File: src/rtl/fetch_pc_btb_pkg.sv
// Shared types for the fetch PC unit and its branch target buffer.
package fetch_pc_btb_pkg;

   localparam int P_WIDTH = 32;
   localparam logic [P_WIDTH-1:0] P_RESET_PC = '0;

   typedef enum logic [1:0] {
      SNT = 2'b00,
      WNT = 2'b01,
      WT  = 2'b10,
      ST  = 2'b11
   } ctr_t;

   // Tag held zero-extended so one struct serves any index width.
   typedef struct packed {
      logic               valid;
      logic [P_WIDTH-1:0] tag;
      logic [P_WIDTH-1:0] target;
      ctr_t               ctr;
   } btb_entry_t;

endpackage

File: src/rtl/fetch_pc_btb_array.sv
// Direct-mapped BTB storage: two combinational reads, one write, sync clear.
module fetch_pc_btb_array
   import fetch_pc_btb_pkg::*;
#(
   parameter int ENTRIES = 16,
   parameter int IDX     = $clog2(ENTRIES)
) (
   input  logic             clk,
   input  logic             rst_n,
   input  logic [IDX-1:0]   fetch_idx,
   output btb_entry_t       fetch_entry,
   input  logic [IDX-1:0]   ex_idx,
   output btb_entry_t       ex_entry,
   input  logic             wr_en,
   input  logic [IDX-1:0]   wr_idx,
   input  btb_entry_t       wr_data
);

   btb_entry_t mem [ENTRIES];

   assign fetch_entry = mem[fetch_idx];
   assign ex_entry    = mem[ex_idx];

   always_ff @(posedge clk) begin
      if (!rst_n) begin
         for (int i = 0; i < ENTRIES; i++) begin
            mem[i] <= '{valid: 1'b0, tag: '0, target: '0, ctr: WNT};
         end
      end else if (wr_en) begin
         mem[wr_idx] <= wr_data;
      end
   end

endmodule

File: src/rtl/fetch_pc_btb.sv
// Fetch PC register with BTB prediction, mispredict redirect and training.
module fetch_pc_btb
   import fetch_pc_btb_pkg::*;
#(
   parameter int                WIDTH       = P_WIDTH,
   parameter int                BTB_ENTRIES = 16,
   parameter logic [WIDTH-1:0]  RESET_PC    = P_RESET_PC
) (
   input  logic             i_clk,
   input  logic             i_rst_n,
   input  logic             i_Stall,
   output logic [WIDTH-1:0] o_PC,
   output logic [WIDTH-1:0] o_PPC,
   output logic             o_Flush,
   input  logic             i_EX_Valid,
   input  logic [WIDTH-1:0] i_EX_PC,
   input  logic [WIDTH-1:0] i_EX_PPC,
   input  logic [WIDTH-1:0] i_EX_New_PC,
   input  logic [WIDTH-1:0] i_EX_Target,
   input  logic             i_EX_Taken,
   input  logic             i_EX_Branch,
   input  logic             i_EX_Jump
);

   localparam int IDX = $clog2(BTB_ENTRIES);

   logic [IDX-1:0]     f_idx;
   logic [IDX-1:0]     e_idx;
   logic [P_WIDTH-1:0] f_tag;
   logic [P_WIDTH-1:0] e_tag;
   btb_entry_t         f_ent;
   btb_entry_t         e_ent;
   logic               f_hit;
   logic               e_hit;
   logic               mispredict;
   logic               wr_en;
   btb_entry_t         wr_data;

   assign f_idx = IDX'(o_PC >> 2);
   assign e_idx = IDX'(i_EX_PC >> 2);
   assign f_tag = P_WIDTH'(o_PC >> (IDX + 2));
   assign e_tag = P_WIDTH'(i_EX_PC >> (IDX + 2));

   fetch_pc_btb_array #(
      .ENTRIES (BTB_ENTRIES),
      .IDX     (IDX)
   ) u_btb (
      .clk         (i_clk),
      .rst_n       (i_rst_n),
      .fetch_idx   (f_idx),
      .fetch_entry (f_ent),
      .ex_idx      (e_idx),
      .ex_entry    (e_ent),
      .wr_en       (wr_en),
      .wr_idx      (e_idx),
      .wr_data     (wr_data)
   );

   assign f_hit = f_ent.valid && (f_ent.tag == f_tag);
   assign e_hit = e_ent.valid && (e_ent.tag == e_tag);

   assign o_PPC = (f_hit && (f_ent.ctr >= WT)) ?
                  WIDTH'(f_ent.target) : o_PC + WIDTH'(4);

   assign mispredict = i_EX_Valid && (i_EX_PPC != i_EX_New_PC);
   assign o_Flush    = mispredict;

   always_ff @(posedge i_clk) begin
      if (!i_rst_n) begin
         o_PC <= RESET_PC;
      end else if (mispredict) begin
         o_PC <= i_EX_New_PC;
      end else if (!i_Stall) begin
         o_PC <= o_PPC;
      end
   end

   always_comb begin
      wr_en   = 1'b0;
      wr_data = e_ent;
      if (i_EX_Valid) begin
         if (i_EX_Branch || i_EX_Jump) begin
            if (e_hit) begin
               wr_en = 1'b1;
               if (i_EX_Taken) begin
                  wr_data.target = P_WIDTH'(i_EX_Target);
                  if (e_ent.ctr != ST)
                     wr_data.ctr = ctr_t'(e_ent.ctr + 2'd1);
               end else if (e_ent.ctr != SNT) begin
                  wr_data.ctr = ctr_t'(e_ent.ctr - 2'd1);
               end
            end else if (i_EX_Taken) begin
               wr_en   = 1'b1;
               wr_data = '{valid:  1'b1,
                           tag:    e_tag,
                           target: P_WIDTH'(i_EX_Target),
                           ctr:    WT};
            end
         end else if (e_hit) begin
            // Stale entry aliased onto a non-branch: drop it.
            wr_en         = 1'b1;
            wr_data.valid = 1'b0;
         end
      end
   end

endmodule

File: config.mk
export PLATFORM = sky130hd
export DESIGN_NAME = fetch_pc_btb
export DESIGN_NICKNAME = d
export VERILOG_FILES = /design/src/rtl/fetch_pc_btb_pkg.sv /design/src/rtl/fetch_pc_btb_array.sv /design/src/rtl/fetch_pc_btb.sv
export SDC_FILE = /design/constraint.sdc
export NUM_CORES = 2
export LEC_CHECK = 0
export BUFFER_PORTS_ARGS = -buffer_cell sky130_fd_sc_hd__buf_2
export CAP_MARGIN = 40
export CORE_MARGIN = 2
export CORE_UTILIZATION = 45
export DETAILED_ROUTE_END_ITERATION = 6
export SLEW_MARGIN = 40
export SYNTH_ARGS = -nofsm -noshare
export SYNTH_HDL_FRONTEND = slang
export SYNTH_SLANG_ARGS = --single-unit
File: constraint.sdc
create_clock -name i_clk -period 5.5 [get_ports i_clk]
set_input_delay 0.275 -clock i_clk [delete_from_list [all_inputs] [get_ports i_clk]]
set_output_delay 0.275 -clock i_clk [all_outputs]
set_load 0.1 [all_outputs]
Yosys cells after proc, flatten, opt, wreduce, memory -nomap -nowiden:

Memories as Yosys holds them, arrays and structs flattened. A register that Yosys moved wholly into a read port is not among the register bits.
Index checks and enable logic that the tools add are counted.

* register bits after elaboration: 32
* bits in writable memories: 1072
* input bits: 135
* output and inout port bits: 65
* word-level logic and storage cells: 46
* memories: 1

* $add $sub $neg: 3
* $lt $le $gt $ge: 1
* equal/unequal tests: 5
* multiplexer cells: 28
* reductions and logical operators: 7

Memory list
* u_btb.mem: depth 16, width 67, rd ports 2, clocked after Yosys merged registers in 1, write ports 16, RTL line fetch_pc_btb_array.sv:19 `btb_entry_t mem [ENTRIES];`

Operators by type and width (number)
* two-way mux 67 bit: 3
* two-way mux 32 bit: 4
* OR reduction 67 bit: 1
* two-way mux 66 bit: 1
* == test 32 x 26 -> 1 bit: 2
* two-way mux 34 bit: 1
* two-way mux 33 bit: 1
* adder 32 x 3 -> 32 bit (second input constant): 1
* != test 32 bit: 1
* two-way mux 1 bit: 12
* two-way mux 4 bit: 3
* two-way mux 2 bit: 3
* logical AND 1 bit: 4
* adder 2 x 1 -> 2 bit (second input constant): 1
* >= comparator 2 bit (second input constant): 1
* != test 2 x 1 -> 1 bit (second input constant): 1
* != test 2 bit (second input constant): 1
* nonzero test 2 bit: 1
* subtractor 2 x 1 -> 2 bit (second input constant): 1
* logical OR 1 bit: 1

Logic depth before layout (Yosys ltp):

An unclocked memory read counts as a cell.

* depth in word-level cells: 11
* depth in mapped cells: 18
* gate-level depth less buffers: 10

Cells and area by module:

Synthesis repeated with hierarchy kept, for this count alone.

* cell total of the unflattened synthesis: 4082
* area, all modules: 59889.9 sq um

Modules (own cells, without submodules)
* fetch_pc_btb_array: times used 1, cells an instance 3492, area each 55484.5 sq um, seq. area each 32190.9 sq um
* fetch_pc_btb: times used 1, cells an instance 590, area each 4405.5 sq um, seq. area each 640.6 sq um

Worst setup path before layout:

OpenSTA, ideal clock, no wires.

* path kind: input to register
* start: input i_EX_PC[2]
* end: memory u_btb.mem[12][0] in the netlist's numbering (enable)
* setup time: 427 ps
* arrival time: 5206 ps
* data required time: 5073 ps
* slack: -133 ps
* stages: 16
* buffers on the path: 6
* cells stage by stage: buf_4 > buf_4 > buf_2 > mux2i_1 > nor3_1 > o41ai_1 > o211ai_1 > a2111oi_0 > o221ai_1 > or4b_1 > clkbuf_1 > o32ai_4 > buf_6 > nand4_4 > buf_6 > nand2_1

RTL lines
* from (decl): RTL line fetch_pc_btb.sv:16 `input logic [WIDTH-1:0] i_EX_PC,`
* to (decl): RTL line fetch_pc_btb_array.sv:19

==> reports/qor.txt <==
CLOCK TREE
----------------------------------------------------------------------------------------
Buffer type at the clock tree root                                          sky130_fd_sc_hd__clkbuf_16
Clock latency of the later-clocked register in the worst-skew pair                770 ps
Number of levels in the clock H-tree                                                   3
Clock tree from TritonCTS                                                          built
Number of clock buffers inserted by TritonCTS                                        119
Worst-path clk slew                                                                60 ps
Clock Tree Buf Depth                                                                   3
Num Clock Sinks                                                                     1108

ROUTING
----------------------------------------------------------------------------------------
Number of antenna-violating nets in the routed design                                  0
Final routed wirelength across all metal layers                                210000 µm
Avg WL per Cell                                                                  33.8 µm
DRC violations left                                                                    0
Detailed Routing Iterations Pass 1                                                     5
DRT iter0 DRCs                                                                      6151
Via count                                                                          40500
Vias per inst                                                                       6.50

GLOBAL ROUTE
----------------------------------------------------------------------------------------
Number of antenna violations at the first check in global routing                      8
Maximum number of pins on one net before global-route repair                          81
GR Util All Layers                                                                 31.9%
Wire length of the first global-routing pass                                   297000 µm
Total grt overflow                                                                     0
Via count of the first global-routing pass                                         39900

CRITICAL PATH
----------------------------------------------------------------------------------------
CP required                                                                      5220 ps
Worst Setup Start Kind                                                          register
Max stage delay cell, worst path                                            sky130_fd_sc_hd__dfxtp_4
Kind of end point of the critical path                                       output port
Max stage delay on crit path                                                      730 ps
Critical path class                                                              reg2out
Arrival time reported for the critical path endpoint                             5100 ps
Buffering stage count on the worst path with inverters included                        3
Cell-by-cell trace of the critical path                                     buf_4, mux4_2, mux2i_1, xnor2_1, o31ai_1, o221ai_1, nor4_1, o2111a_2, buf_12, mux2i_1, buf_12
Biggest fanout along the worst timing path                                            34
Category of cells accounting for the largest share of critical-path delay   multiplexers
Beginning of the worst register-to-register path                            u_btb.mem[7][38]

LOGIC SYNTHESIS
----------------------------------------------------------------------------------------
Number of register bits inferred by synthesis                                       1108
Cell variety after synth                                                              68
Proportion of synthesized flip-flops having asynchronous set or reset                 0%
Mapped cell area                                                               58100 µm²
Most instantiated flip-flop cell in the synthesis netlist                   sky130_fd_sc_hd__edfxtp_1
Fraction of synthesized cell area taken by the top area cell type                  55.4%
Number of enable flip-flop cells after synthesis                                    1072
Main area contributors after synthesis                                      sky130_fd_sc_hd__edfxtp_1 55%, sky130_fd_sc_hd__mux4_2 20%, sky130_fd_sc_hd__nor2_1 6.6%
Mapped Cells                                                                        4100
Most instantiated library cell after synthesis                              sky130_fd_sc_hd__edfxtp_1
Ranking of synthesized cells by instance count                              1072 x sky130_fd_sc_hd__edfxtp_1, 1020 x sky130_fd_sc_hd__nor2_1, 515 x sky130_fd_sc_hd__mux4_2
Sequential-to-total area share from yosys stat                                     56.7%
Number of warnings reported in the yosys synthesis log                                 0
Synthesized area per cell                                                       14.2 µm²
Post-synthesis cell type with the largest combined area                     sky130_fd_sc_hd__edfxtp_1

LAYOUT
----------------------------------------------------------------------------------------
Final #Nets                                                                         4600
Area occupied by multi-input gates                                             23800 µm²
Layout fillers                                                                     10600
Sequential cell area                                                           32900 µm²
Area Overhead vs Synth                                                             16.8%
Post-Route Utilization                                                             53.1%
Layout cell share with drive strength beyond 1                                     28.1%

TIMING
----------------------------------------------------------------------------------------
Clk_skew                                                                         61.9 ps
Unrepaired setup endpoints after global routing                                       no
Setup violation total in the final timing report                                       0
Final hold violation count                                                            20
Final Cycle Share                                                                  97.8%
Crit path time final                                                             5380 ps
WHS                                                                             -8.86 ps
Slew at the pin with the worst max-slew slack                                     937 ps
Worst slew margin relative to its limit                                            35.7%
Achievable frequency                                                           0.186 GHz
Number of slew-limit violations in the final report                                    0
TNS Setup                                                                           0 ps

MIN PATH
----------------------------------------------------------------------------------------
Hold Startpoint                                                             i_EX_Target[30]
Hold/Removal Path Class                                                           in2reg

PLACED DESIGN
----------------------------------------------------------------------------------------
Detailed placement HPWL                                                        132000 µm
Port Buf Inserts                                                                     197
Final Wtd Congestion                                                               0.937

STATUS
----------------------------------------------------------------------------------------
Run status                                                                  complete, but fails checks
Violated checks                                                              hold timing

POWER
----------------------------------------------------------------------------------------
Peak ir drop on the vdd network                                                 0.307 mV
Total Power                                                                      21.5 mW
Total power density per cell area                                             317 nW/µm²
Reported leakage power                                                           23.8 nW

FLOORPLANNING
----------------------------------------------------------------------------------------
Initial cell density of the core                                                   45.4%
Die height                                                                        363 µm
# rows                                                                               131
# IOs                                                                                200
Horizontal extent of the die                                                      363 µm
Die Outline Area                                                              132000 µm²
Core area                                                                     128000 µm²

JOB
----------------------------------------------------------------------------------------
Max_cap viols                                                                          0

area by class of cell:
type | count | share of cell area (%)
timing repair buffer | 529 | 7.40
clock buffer | 156 | 4.71
tap | 1662 | 3.06
antenna | 3 | 0.0111
sequential | 1108 | 48.5
inverter | 19 | 0.109
clock inverter | 66 | 1.13
multi-input combinational | 2687 | 35.1
placed cells by master, fill, tap and decap left out, types with 16 or more instances in the layout:
master | Yosys | layout
sky130_fd_sc_hd__a21oi_1 | 70 | 70
sky130_fd_sc_hd__a22oi_1 | 19 | 19
sky130_fd_sc_hd__buf_12 | 0 | 109
sky130_fd_sc_hd__buf_2 | 76 | 166
sky130_fd_sc_hd__buf_4 | 14 | 219
sky130_fd_sc_hd__clkbuf_1 | 209 | 31
sky130_fd_sc_hd__clkbuf_16 | 0 | 121
sky130_fd_sc_hd__clkinv_1 | 3 | 22
sky130_fd_sc_hd__clkinv_2 | 0 | 18
sky130_fd_sc_hd__conb_1 | 1 | 96
sky130_fd_sc_hd__dfxtp_1 | 36 | 32
sky130_fd_sc_hd__dlygate4sd3_1 | 0 | 31
sky130_fd_sc_hd__edfxtp_1 | 1072 | 1072
sky130_fd_sc_hd__mux2_2 | 43 | 43
sky130_fd_sc_hd__mux2i_1 | 212 | 206
sky130_fd_sc_hd__mux4_2 | 515 | 515
sky130_fd_sc_hd__nand2_1 | 131 | 115
sky130_fd_sc_hd__nand2_4 | 0 | 16
sky130_fd_sc_hd__nand2b_1 | 25 | 25
sky130_fd_sc_hd__nand3_1 | 62 | 62
sky130_fd_sc_hd__nand4_1 | 27 | 27
sky130_fd_sc_hd__nor2_1 | 1020 | 1018
sky130_fd_sc_hd__nor2b_1 | 31 | 29
sky130_fd_sc_hd__nor3_1 | 30 | 30
sky130_fd_sc_hd__nor4_1 | 32 | 31
sky130_fd_sc_hd__o21ai_0 | 76 | 74
sky130_fd_sc_hd__xnor2_1 | 74 | 74
sky130_fd_sc_hd__xor2_1 | 73 | 71
flip-flops by register name, summed over array words and instances (netlist names), named ones only:
| signal | flops |
|---|---|
| o_PC | 32 |
| u_btb.mem | 1072 |
worst register-to-register path, cell delays in order (launching register included):
cell and delay (ps):
sky130_fd_sc_hd__edfxtp_1 430, sky130_fd_sc_hd__mux4_2 460, sky130_fd_sc_hd__mux2i_1 210, sky130_fd_sc_hd__xor2_1 330, sky130_fd_sc_hd__o2111ai_1 260, sky130_fd_sc_hd__a211o_1 320, sky130_fd_sc_hd__a2111oi_0 470, sky130_fd_sc_hd__or4b_1 700
sky130_fd_sc_hd__o32ai_4 340, sky130_fd_sc_hd__buf_12 230, sky130_fd_sc_hd__nand4_4 160, sky130_fd_sc_hd__nand2_4 390, sky130_fd_sc_hd__buf_4 330
kinds of logic after synthesis:
family | share of synthesized area, %
compound gates | 2.89
buf+inv | 3.38
xor+xnor | 2.22
fa+ha+maj | 0.0388
mux | 24.5
flops | 56.7
simple gates | 10.4
other cells | 0.00646
repair_timing:
item,in CTS,in global routing
gates resized for setup,0,2
endpoints found under the hold margin,67,0
hold buffers,31,0
buffers inserted,1,7
pin swaps,0,0
endpoints found under the setup margin,2,21
power by group:
part           internal [mW]  leakage, nW  switching (mW)
combinational           1.32         10.6            2.11
clock                   4.75         1.93            3.51
sequential              9.59         11.3           0.264
through the flow:
| stage | cell area (µm²) | instances | setup slack [ps] |
|---|---|---|---|
| 2_1_floorplan | 58400 | 4195 | -133 |
| 3_3_place_gp | 63400 | 5965 | 243 |
| 3_5_place_dp | 63500 | 5966 | 259 |
| 4_1_cts | 67800 | 6220 | 10.6 |
| 5_1_grt | 67900 | 6228 | 96.3 |
| 6_report | 67900 | 6230 | 123 |
per-layer routing:
metal / part of all wire [%] / up-vias / track usage, %
met5: 0.044 / - / 0
met4: 4.9 / 14 / 14.5
met3: 12 / 510 / 6.85
met2: 47 / 2796 / 49.9
met1: 37 / 20900 / 43.0
li1: - / 16300 / -
worst paths after layout:
check,endpoint,slack [ps],depth (start not counted)
worst min-delay path,u_btb.mem[6][32],-9,3
worst max-delay path,o_PPC[13],120,11
worst min register to register,register,570,2
worst max register to register,u_btb.mem[2][0],520,12
No activity file was read; power rests on OpenSTA's default activity.
